## src/rtl/logic_unit_acc.sv

```systemverilog
// Registered two-operand bitwise logic unit with valid/ready handshakes.
// Each beat is either computed on its own, or folded into a multi-beat frame result.
module logic_unit_acc #(
  parameter int WIDTH = 8,
  parameter int CNT_W = 8
) (
  input  logic             clk,
  input  logic             rst_n,
  input  logic             in_valid,
  output logic             in_ready,
  input  logic [WIDTH-1:0] a,
  input  logic [WIDTH-1:0] b,
  input  logic [2:0]       op,
  input  logic             mode,
  input  logic             in_last,
  output logic             out_valid,
  input  logic             out_ready,
  output logic [WIDTH-1:0] out_data,
  output logic [CNT_W-1:0] out_count,
  output logic             out_sat
);

  typedef enum logic [1:0] {IDLE, ACC, HOLD} state_t;

  localparam logic [CNT_W-1:0] CNT_ONE = CNT_W'(1);
  localparam logic [CNT_W-1:0] CNT_MAX = {CNT_W{1'b1}};

  state_t           state_q, state_d;
  logic [WIDTH-1:0] acc_q, acc_d;
  logic [CNT_W-1:0] cnt_q, cnt_d;
  logic             sat_q, sat_d;
  logic [2:0]       op_q, op_d;
  logic             out_valid_q, out_valid_d;
  logic [WIDTH-1:0] out_data_q, out_data_d;
  logic [CNT_W-1:0] out_count_q, out_count_d;
  logic             out_sat_q, out_sat_d;

  logic             beat;
  logic             accept;
  logic [WIDTH-1:0] fold_val;
  logic [CNT_W-1:0] cnt_inc;
  logic             sat_inc;

  function automatic logic [WIDTH-1:0] logic_f(input logic [2:0] f,
                                               input logic [WIDTH-1:0] x,
                                               input logic [WIDTH-1:0] y);
    case (f)
      3'd0:    logic_f = x & y;
      3'd1:    logic_f = x | y;
      3'd2:    logic_f = x ^ y;
      3'd3:    logic_f = ~(x & y);
      3'd4:    logic_f = ~(x | y);
      3'd5:    logic_f = ~(x ^ y);
      3'd6:    logic_f = ~x;
      default: logic_f = x;
    endcase
  endfunction

  assign in_ready = (state_q != HOLD) || out_ready;
  assign beat     = in_valid && in_ready;
  assign accept   = out_valid_q && out_ready;

  // NOT/PASS act on the incoming beat when folding, so the last beat wins.
  assign fold_val = logic_f(op_q, (op_q[2:1] == 2'b11) ? a : acc_q, a);
  assign cnt_inc  = (cnt_q == CNT_MAX) ? cnt_q : cnt_q + CNT_ONE;
  assign sat_inc  = sat_q || (cnt_q == CNT_MAX);

  always_comb begin
    state_d     = state_q;
    acc_d       = acc_q;
    cnt_d       = cnt_q;
    sat_d       = sat_q;
    op_d        = op_q;
    out_valid_d = out_valid_q;
    out_data_d  = out_data_q;
    out_count_d = out_count_q;
    out_sat_d   = out_sat_q;

    if (accept) begin
      state_d     = IDLE;
      out_valid_d = 1'b0;
    end

    if (beat) begin
      if (state_q == ACC) begin
        acc_d = fold_val;
        cnt_d = cnt_inc;
        sat_d = sat_inc;
        if (in_last) begin
          state_d     = HOLD;
          out_valid_d = 1'b1;
          out_data_d  = fold_val;
          out_count_d = cnt_inc;
          out_sat_d   = sat_inc;
        end
      end else if (!mode) begin
        state_d     = HOLD;
        out_valid_d = 1'b1;
        out_data_d  = logic_f(op, a, b);
        out_count_d = CNT_ONE;
        out_sat_d   = 1'b0;
      end else begin
        acc_d = a;
        cnt_d = CNT_ONE;
        sat_d = 1'b0;
        op_d  = op;
        if (in_last) begin
          state_d     = HOLD;
          out_valid_d = 1'b1;
          out_data_d  = a;
          out_count_d = CNT_ONE;
          out_sat_d   = 1'b0;
        end else begin
          state_d = ACC;
        end
      end
    end
  end

  always_ff @(posedge clk or negedge rst_n) begin
    if (!rst_n) begin
      state_q     <= IDLE;
      acc_q       <= '0;
      cnt_q       <= '0;
      sat_q       <= 1'b0;
      op_q        <= '0;
      out_valid_q <= 1'b0;
      out_data_q  <= '0;
      out_count_q <= '0;
      out_sat_q   <= 1'b0;
    end else begin
      state_q     <= state_d;
      acc_q       <= acc_d;
      cnt_q       <= cnt_d;
      sat_q       <= sat_d;
      op_q        <= op_d;
      out_valid_q <= out_valid_d;
      out_data_q  <= out_data_d;
      out_count_q <= out_count_d;
      out_sat_q   <= out_sat_d;
    end
  end

  assign out_valid = out_valid_q;
  assign out_data  = out_data_q;
  assign out_count = out_count_q;
  assign out_sat   = out_sat_q;

endmodule

```

## config.mk

```make
export PLATFORM = sky130hd
export DESIGN_NAME = logic_unit_acc
export DESIGN_NICKNAME = d
export VERILOG_FILES = /design/src/rtl/logic_unit_acc.sv
export SDC_FILE = /design/constraint.sdc
export NUM_CORES = 1
export LEC_CHECK = 0
export BUFFER_PORTS_ARGS = -buffer_cell sky130_fd_sc_hd__buf_2
export CAP_MARGIN = 20
export CORE_AREA = 2 2 102 65
export CTS_BUF_LIST = sky130_fd_sc_hd__clkbuf_2 sky130_fd_sc_hd__clkbuf_4 sky130_fd_sc_hd__clkbuf_8
export CTS_CLUSTER_SIZE = 24
export DETAILED_ROUTE_END_ITERATION = 10
export DIE_AREA = 0 0 104 67
export HOLD_SLACK_MARGIN = 0.02
export PLACE_DENSITY = 0.89
export SLEW_MARGIN = 20
export SYNTH_ARGS = -nofsm -noshare
export SYNTH_HDL_FRONTEND = slang
export SYNTH_SLANG_ARGS = --single-unit
```

## constraint.sdc

```tcl
create_clock -name clk -period 3 [get_ports clk]
set_clock_uncertainty 0.1 [all_clocks]
set_input_delay 0.3 -clock clk [delete_from_list [all_inputs] [get_ports clk]]
set_output_delay 0.3 -clock clk [all_outputs]
set_load 0.01 [all_outputs]
```

==> summary.md, run 1 <==
| Metric | Value |
|---|---|
| Fin Setup TNS | 0 ns |
| Die H | 67 µm |
| Routed length per placed instance | 17.0 µm |
| Seq/Total Area, Yosys | 28.1% |
| Mapped cell area | 0.00356 mm² |
| CTS sink cnt | 40 |
| Critical path endpoint category | flop |
| Distinct cells, synth | 60 |
| Core area | 0.00595 mm² |
| Final Cell Area | 0.00388 mm² |
| Async SR Flop Fraction | 100% |
| Root Buffer | clkbuf_8 |
| Power Dens Cells | 553 mW/mm² |
| Final clock period utilization by the worst path | 77.7% |
| Share of cells above drive strength 1 | 15.5% |
| Tmin final | 2.33 ns |
| Slew @ Worst Pin | 0.899 ns |
| Vias | 3614 |
| CTS tree | yes |
| H-tree Lvls | 2 |
| Starting DRC count in detailed routing | 342 |
| Most common cell after layout, fill and taps aside | nand2_1 |
| Critical path class | flop to flop |
| Most frequent cells in the layout | 60 x nand2_1, 51 x o21ai_0, 43 x buf_2, 40 x dfrtp_1, 29 x a21oi_1 |
| Largest net degree at the start of global routing | 41 |
| CTS Buffer Depth | 2 |
| Ys flop type | dfrtp_1 |
| Port Buffers | 43 |
| Synth-to-Final Area Change | 8.97% |
| Reg-to-reg critical path startpoint | op_q[2] |
| Worst EP arrival | 2.42 ns |
| Net count after synthesis | 503 |
| Mapped Cells | 453 |
| Setup bufs post-CTS | 0 |
| Max VDD drop | 0.332 mV |
| # rows | 22 |
| Leakage | 0.00170 µW |
| Syn_area_per_cell | 7.85 µm² |
| Initial Utilization | 59.8% |
| Outcome | complete, no violations |
| Reg2Reg Setup Slack | 0.67 ns |
| CTS resizes | 0 |
| Setup repair after global routing missed its margin | false |
| Worst EP required | 3.09 ns |
| Hpwl dp | 7010 µm |
| Vias per cell | 6.43 |
| First-pass GRT wire length | 16000 µm |
| R2R cell count | 7 |
| Number of global-route vias before repair | 3279 |
| Seq cells post-synth | 40 |
| Nets | 528 |
| Final WL | 9540 µm |
| Max FO, Critical Path | 16 |
| Slew Viols, Final | 0 |
| Die Wd | 104 µm |
| DRT Pass-1 Iters | 5 |
| Worst-Skew Late Latency | 0.30 ns |
| Cts hold-fix bufs | 0 |
| I/O pins | 44 |
| Total power | 2140 µW |
| Hold Crit Class | primary input to asynchronous set/reset pin |
| Post-route ant nets | 0 |
| Worst slew margin | 40.1% |
| Worst hold slack | 0.0203 ns |
| Remaining Overflow, GRT | 0 |
| DRC Markers | 0 |
| Final setup viols | 0 |
| Dpl cell area | 0.00375 mm² |
| Antenna diode count | 0 |
| Final Hold Fails | 0 |
| Clock slew at reported path FFs | 0.09 ns |
| Ys Warns | 0 |
| Placer Congestion | 0.946 |
| Initial antenna violation count | 0 |
| Max-cap violations | 0 |
| GRT Resource Usage Total | 28.8% |
| FMAX | 429 MHz |
| Die area | 0.00697 mm² |
| Clock buffer count from CTS | 5 |
| EDFF count, synth | 0 |
| Reg2reg end | out_data[2] |
| Startpoint types | flop |
## per-stage QoR
step	std cells	util, %	worst slack (ns)
2_1_floorplan	453	-	0.694
6_report	562	65.2	0.668
5_1_grt	562	65.2	0.437
4_1_cts	562	65.2	0.696
3_3_place_gp	555	63.0	0.804
3_5_place_dp	555	63.0	0.686
## how the worst max path moves through the flow
stage	cells after the start	slack, ns	from	end
after floorplan	10	0.69	op_q[2]	acc_q[5]
after global placement	8	0.80	op_q[2]	acc_q[5]
after detailed placement	8	0.69	op_q[2]	acc_q[5]
after CTS	8	0.70	op_q[2]	out_data[5]
after global routing	9	0.44	op_q[2]	out_data[5]
final	7	0.67	op_q[2]	out_data[2]
## registers in the layout (all words and copies together), names as in the netlist
| register | flops |
|---|---|
| out_count | 8 |
| out_valid | 1 |
| out_data | 8 |
| sat_q | 1 |
| cnt_q | 8 |
| state_q | 2 |
| acc_q | 8 |
| out_sat | 1 |
| op_q | 3 |
## critical path: stages, from the launching register on
cell	delay (ns)
dfrtp_1	0.38
nand2_1	0.36
o21ai_0	0.20
ha_1	0.37
nor2_1	0.07
o311a_1	0.35
o22a_1	0.18
o311ai_1	0.23
## synthesized netlist by cell type, drive strengths merged, types with 2 or more instances
master  number  area share (%)
nand2       61             6.5
o21ai       58             8.6
dfrtp       40              28
a21oi       29             4.1
nor2        26             2.7
ha          25             8.8
inv         24             2.5
buf         20             3.8
nor2b       15             2.6
o211ai      15             3.2
nor3        14             2.1
a31oi       12             2.3
clkbuf      11             1.2
nand3       11             1.8
o221ai       9             2.2
mux2i        7             2.0
nand2b       7             1.2
o31ai        7             1.5
a211oi       6             1.4
xor2         6             1.5
and3         5            0.88
mux2         4             1.3
nor3b        4            0.84
a22o         3            0.74
o221a        3            0.95
or3          3            0.53
xnor2        3            0.74
a21o         2            0.42
a311oi       2            0.49
o21a         2            0.42
o22ai        2            0.35
o311ai       2            0.49
## cell families after synthesis
family / share of synthesized area [%]
DFF: 28.1
and+or+nand+nor: 20.6
muxes: 3.24
adders and majority gates: 8.79
xor gates and xnor gates: 2.22
AOI/OAI and AO/OA: 29.5
buffers and inverters: 7.46
## final cells by class
class	count	area [µm²]
Clock buffer	5	68.8
Clock inverter	2	60.1
Inverter	24	90.1
Timing Repair Buffer	49	260
Fill cell	514	2070
Multi-Input combinational cell	358	2290
Tap cell	84	105
Sequential cell	40	1000
## per-layer routing
metal,wire length (µm),track usage (%)
met1,4340,41.0
met5,0,0
met3,1030,7.05
met4,151,8.11
met2,4030,43.3
## report_power, final
| group | switching (µW) | total (µW) | internal [µW] |
|---|---|---|---|
| sequential | 90.9 | 722 | 631 |
| clock | 196 | 524 | 328 |
| combinational | 550 | 897 | 347 |
| total | 837 | 2140 | 1310 |
Power figures use the tool's default switching activity.
==> run 2, diff against run 1 <==
==> constraint.sdc (replaced) <==
create_clock -name clk -period 2.2 [get_ports clk]
set_clock_uncertainty 0.1 [all_clocks]
set_input_delay 0.22 -clock clk [delete_from_list [all_inputs] [get_ports clk]]
set_output_delay 0.22 -clock clk [all_outputs]
set_load 0.01 [all_outputs]
==> run 2 against run 1 <==
  * Worst setup slack got worse by 0.59 ns
  * Critical path type unchanged
  * Wire length rose by 8.8%
  * Sequential power rose by 36%
  * Highest routed layer unchanged
  * First-iteration DRC count rose by 16%
  * Cell area rose by 6.7%
  * Die area did not move
  * Critical endpoint is now out_data[1]
  * Utilization rose by 4.4 points
  * Sequential share of layout area fell by 1.6 points
  * Flip-flop and latch count did not move
  * Register-to-register slack got worse by 0.59 ns
  * Largest power group unchanged
  * Hold slack improved by 0.025 ns
  * Non-clock buffer count rose by 26
==> summary.md, run 2 (same netlist as run 1, synthesis figures left out) <==
| Metric | Value |
|---|---|
| GRT Resource Usage Total | 30.3% (+1.6 points) |
| Tmin final | 2.12 ns (-0.214 ns) |
| WL met3 | 1230 µm (+19%) |
| Max FO, Critical Path | 7 (-9) |
| Final Util | 69.6% (+4.4 points) |
| Fin Setup TNS | 0 ns (unchanged) |
| First-pass GRT wire length | 16800 µm (+5.2%) |
| Largest net degree at the start of global routing | 41 (unchanged) |
| Root Buffer | clkbuf_8 |
| Clock slew at reported path FFs | 0.09 ns (about the same) |
| Die Wd | 104 µm (unchanged) |
| Synth-to-Final Area Change | 16.3% |
| Crit-path cells | nand2_4, buf_4, nand2_1, o21ai_1, ha_1, o211a_1, o31a_1, o21ai_0, o211ai_1 |
| Routed length per placed instance | 17.6 µm (+3.8%) |
| Critical path class | flop to flop |
| Final clock period utilization by the worst path | 96.3% (+19 points) |
| Worst EP arrival | 2.19 ns (-0.23 ns) |
| Leakage | 0.00185 µW (+8.7%) |
| # rows | 22 (unchanged) |
| Met1 WL | 4680 µm (+7.9%) |
| Post-route ant nets | 0 (unchanged) |
| Initial Utilization | 59.8% (unchanged) |
| Hold Path Cell Cnt | 2 |
| Worst path max stage delay | 0.40 ns (+0.02 ns) |
| Critical path endpoint category | flop |
| Startpoint types | flop |
| Die area | 0.00697 mm² (unchanged) |
| Power Dens Cells | 778 mW/mm² (+41%) |
| H-tree Lvls | 2 (unchanged) |
| Most common cell after layout, fill and taps aside | nand2_1 |
| WL met2 | 4360 µm (+8.2%) |
| Most frequent cells in the layout | 59 x nand2_1, 49 x o21ai_0, 43 x buf_2, 40 x dfrtp_1, 29 x buf_4 |
| DP Cell Count | 572 (+3.1%) |
| Final setup viols | 0 (unchanged) |
| Slew Viols, Final | 0 (unchanged) |
| DRC Markers | 0 (unchanged) |
| Max VDD drop | 0.491 mV (+48%) |
| Slew @ Worst Pin | 0.542 ns (-0.357 ns) |
| Antenna diode count | 0 (unchanged) |
| Fin cells | 589 (+4.8%) |
| FMAX | 472 MHz (+10%) |
| Dpl cell area | 0.00389 mm² (+3.8%) |
| Final Cell Area | 0.00414 mm² (+6.7%) |
| Reg-to-reg critical path startpoint | op_q[2] |
| Top sig layer | met4 |
| Total power | 3220 µW (+50%) |
| Die H | 67 µm (unchanged) |
| CTS sink cnt | 40 (unchanged) |
| DRT Pass-1 Iters | 7 (+2) |
| Port Buffers | 43 (unchanged) |
| I/O pins | 44 (unchanged) |
| Core area | 0.00595 mm² (unchanged) |
| Number of global-route vias before repair | 3433 (+4.7%) |
| Hpwl dp | 7570 µm (+7.9%) |
| CTS tree | yes |
| Slowest cell on the critical path | dfrtp_1 |
| Clock buffer count from CTS | 5 (unchanged) |
| Nets | 554 (+4.9%) |
| CTS Buffer Depth | 2 (unchanged) |
| Outcome | complete, no violations |
| Placer Congestion | 0.920 (-2.7%) |
| Worst Setup SP | op_q[2] |
| Starting DRC count in detailed routing | 396 (+16%) |
| Initial antenna violation count | 0 (unchanged) |
| Worst EP required | 2.27 ns (-0.82 ns) |
| Hold_sp | out_ready |
| Final WL | 10400 µm (+8.8%) |
| Max-cap violations | 0 (unchanged) |
| Remaining Overflow, GRT | 0 (unchanged) |
| Worst slew margin | 63.7% (+24 points) |
| Final Hold Fails | 0 (unchanged) |
| Vias | 3772 (+4.4%) |
| R2R cell count | 9 (+2) |
| Worst-Skew Late Latency | 0.31 ns (about the same) |
| Share of cells above drive strength 1 | 20.6% (+5.1 points) |
| Vias per cell | 6.40 (-0.41%) |
| Hold Crit Class | primary input to flop |
## run 2: cell count changes in the layout (fill, tap and decap cells not counted), sizes merged
cell         delta
buf            +24
bufinv          +1
clkbuf          +1
clkinvlp        +1
dlygate4sd3     +1
inv             -1
## run 2: per-stage QoR
step                setup slack [ns]  hold WS [ns]
CTS                           0.0365        0.0365
detailed placement            0.0583         0.215
global route               -0.000943        0.0551
finish                        0.0815        0.0449
global placement               0.157         0.218
floorplan                     0.0526        -0.176
## run 2: critical path: cells and delay by family (launching register included)
kind / cells / cell delay, ns
AOI/OAI and AO/OA: 5 / 0.85
DFF: 1 / 0.40
adders and majority gates: 1 / 0.31
and+or+nand+nor: 2 / 0.16
buffers and inverters: 1 / 0.16
## run 2: power by group
group / switching, µW / total, µW / internal [µW]
sequential: 125 / 985 / 860
clock: 284 / 852 / 568
combinational: 811 / 1380 / 570
## run 2: area by class of cell
class / instances / area, µm²
Clock buffer: 5 / 68.8
Multi-Input combinational cell: 358 / 2310
Clock inverter: 3 / 90.1
Tap cell: 84 / 105
Fill cell: 503 / 1810
Inverter: 24 / 93.8
Timing Repair Buffer: 75 / 470
Sequential cell: 40 / 1000
## run 2: worst paths after layout
path	slack, ns	end
max	0.08	out_data[1]
min	0.04	out_valid
max reg2reg	0.08	out_data[1]
min reg2reg	0.38	out_count[4]
max in group asynchronous	1.21	out_data[6]
min in group asynchronous	0.42	out_data[4]
## run 2: metal layers
metal	vias to the layer above	track usage, %
met5	-	0
met3	21	7.14
met4	0	6.59
li1	1743	-
met1	1750	43.6
met2	258	46.3
## run 2: what timing repair did
action | in CTS | in global routing
endpoints found under the setup margin | 0 | 6
hold endpoints to repair | 40 | 0
buffers inserted | 0 | 8
hold buffers | 1 | 0
gates resized for setup | 0 | 6
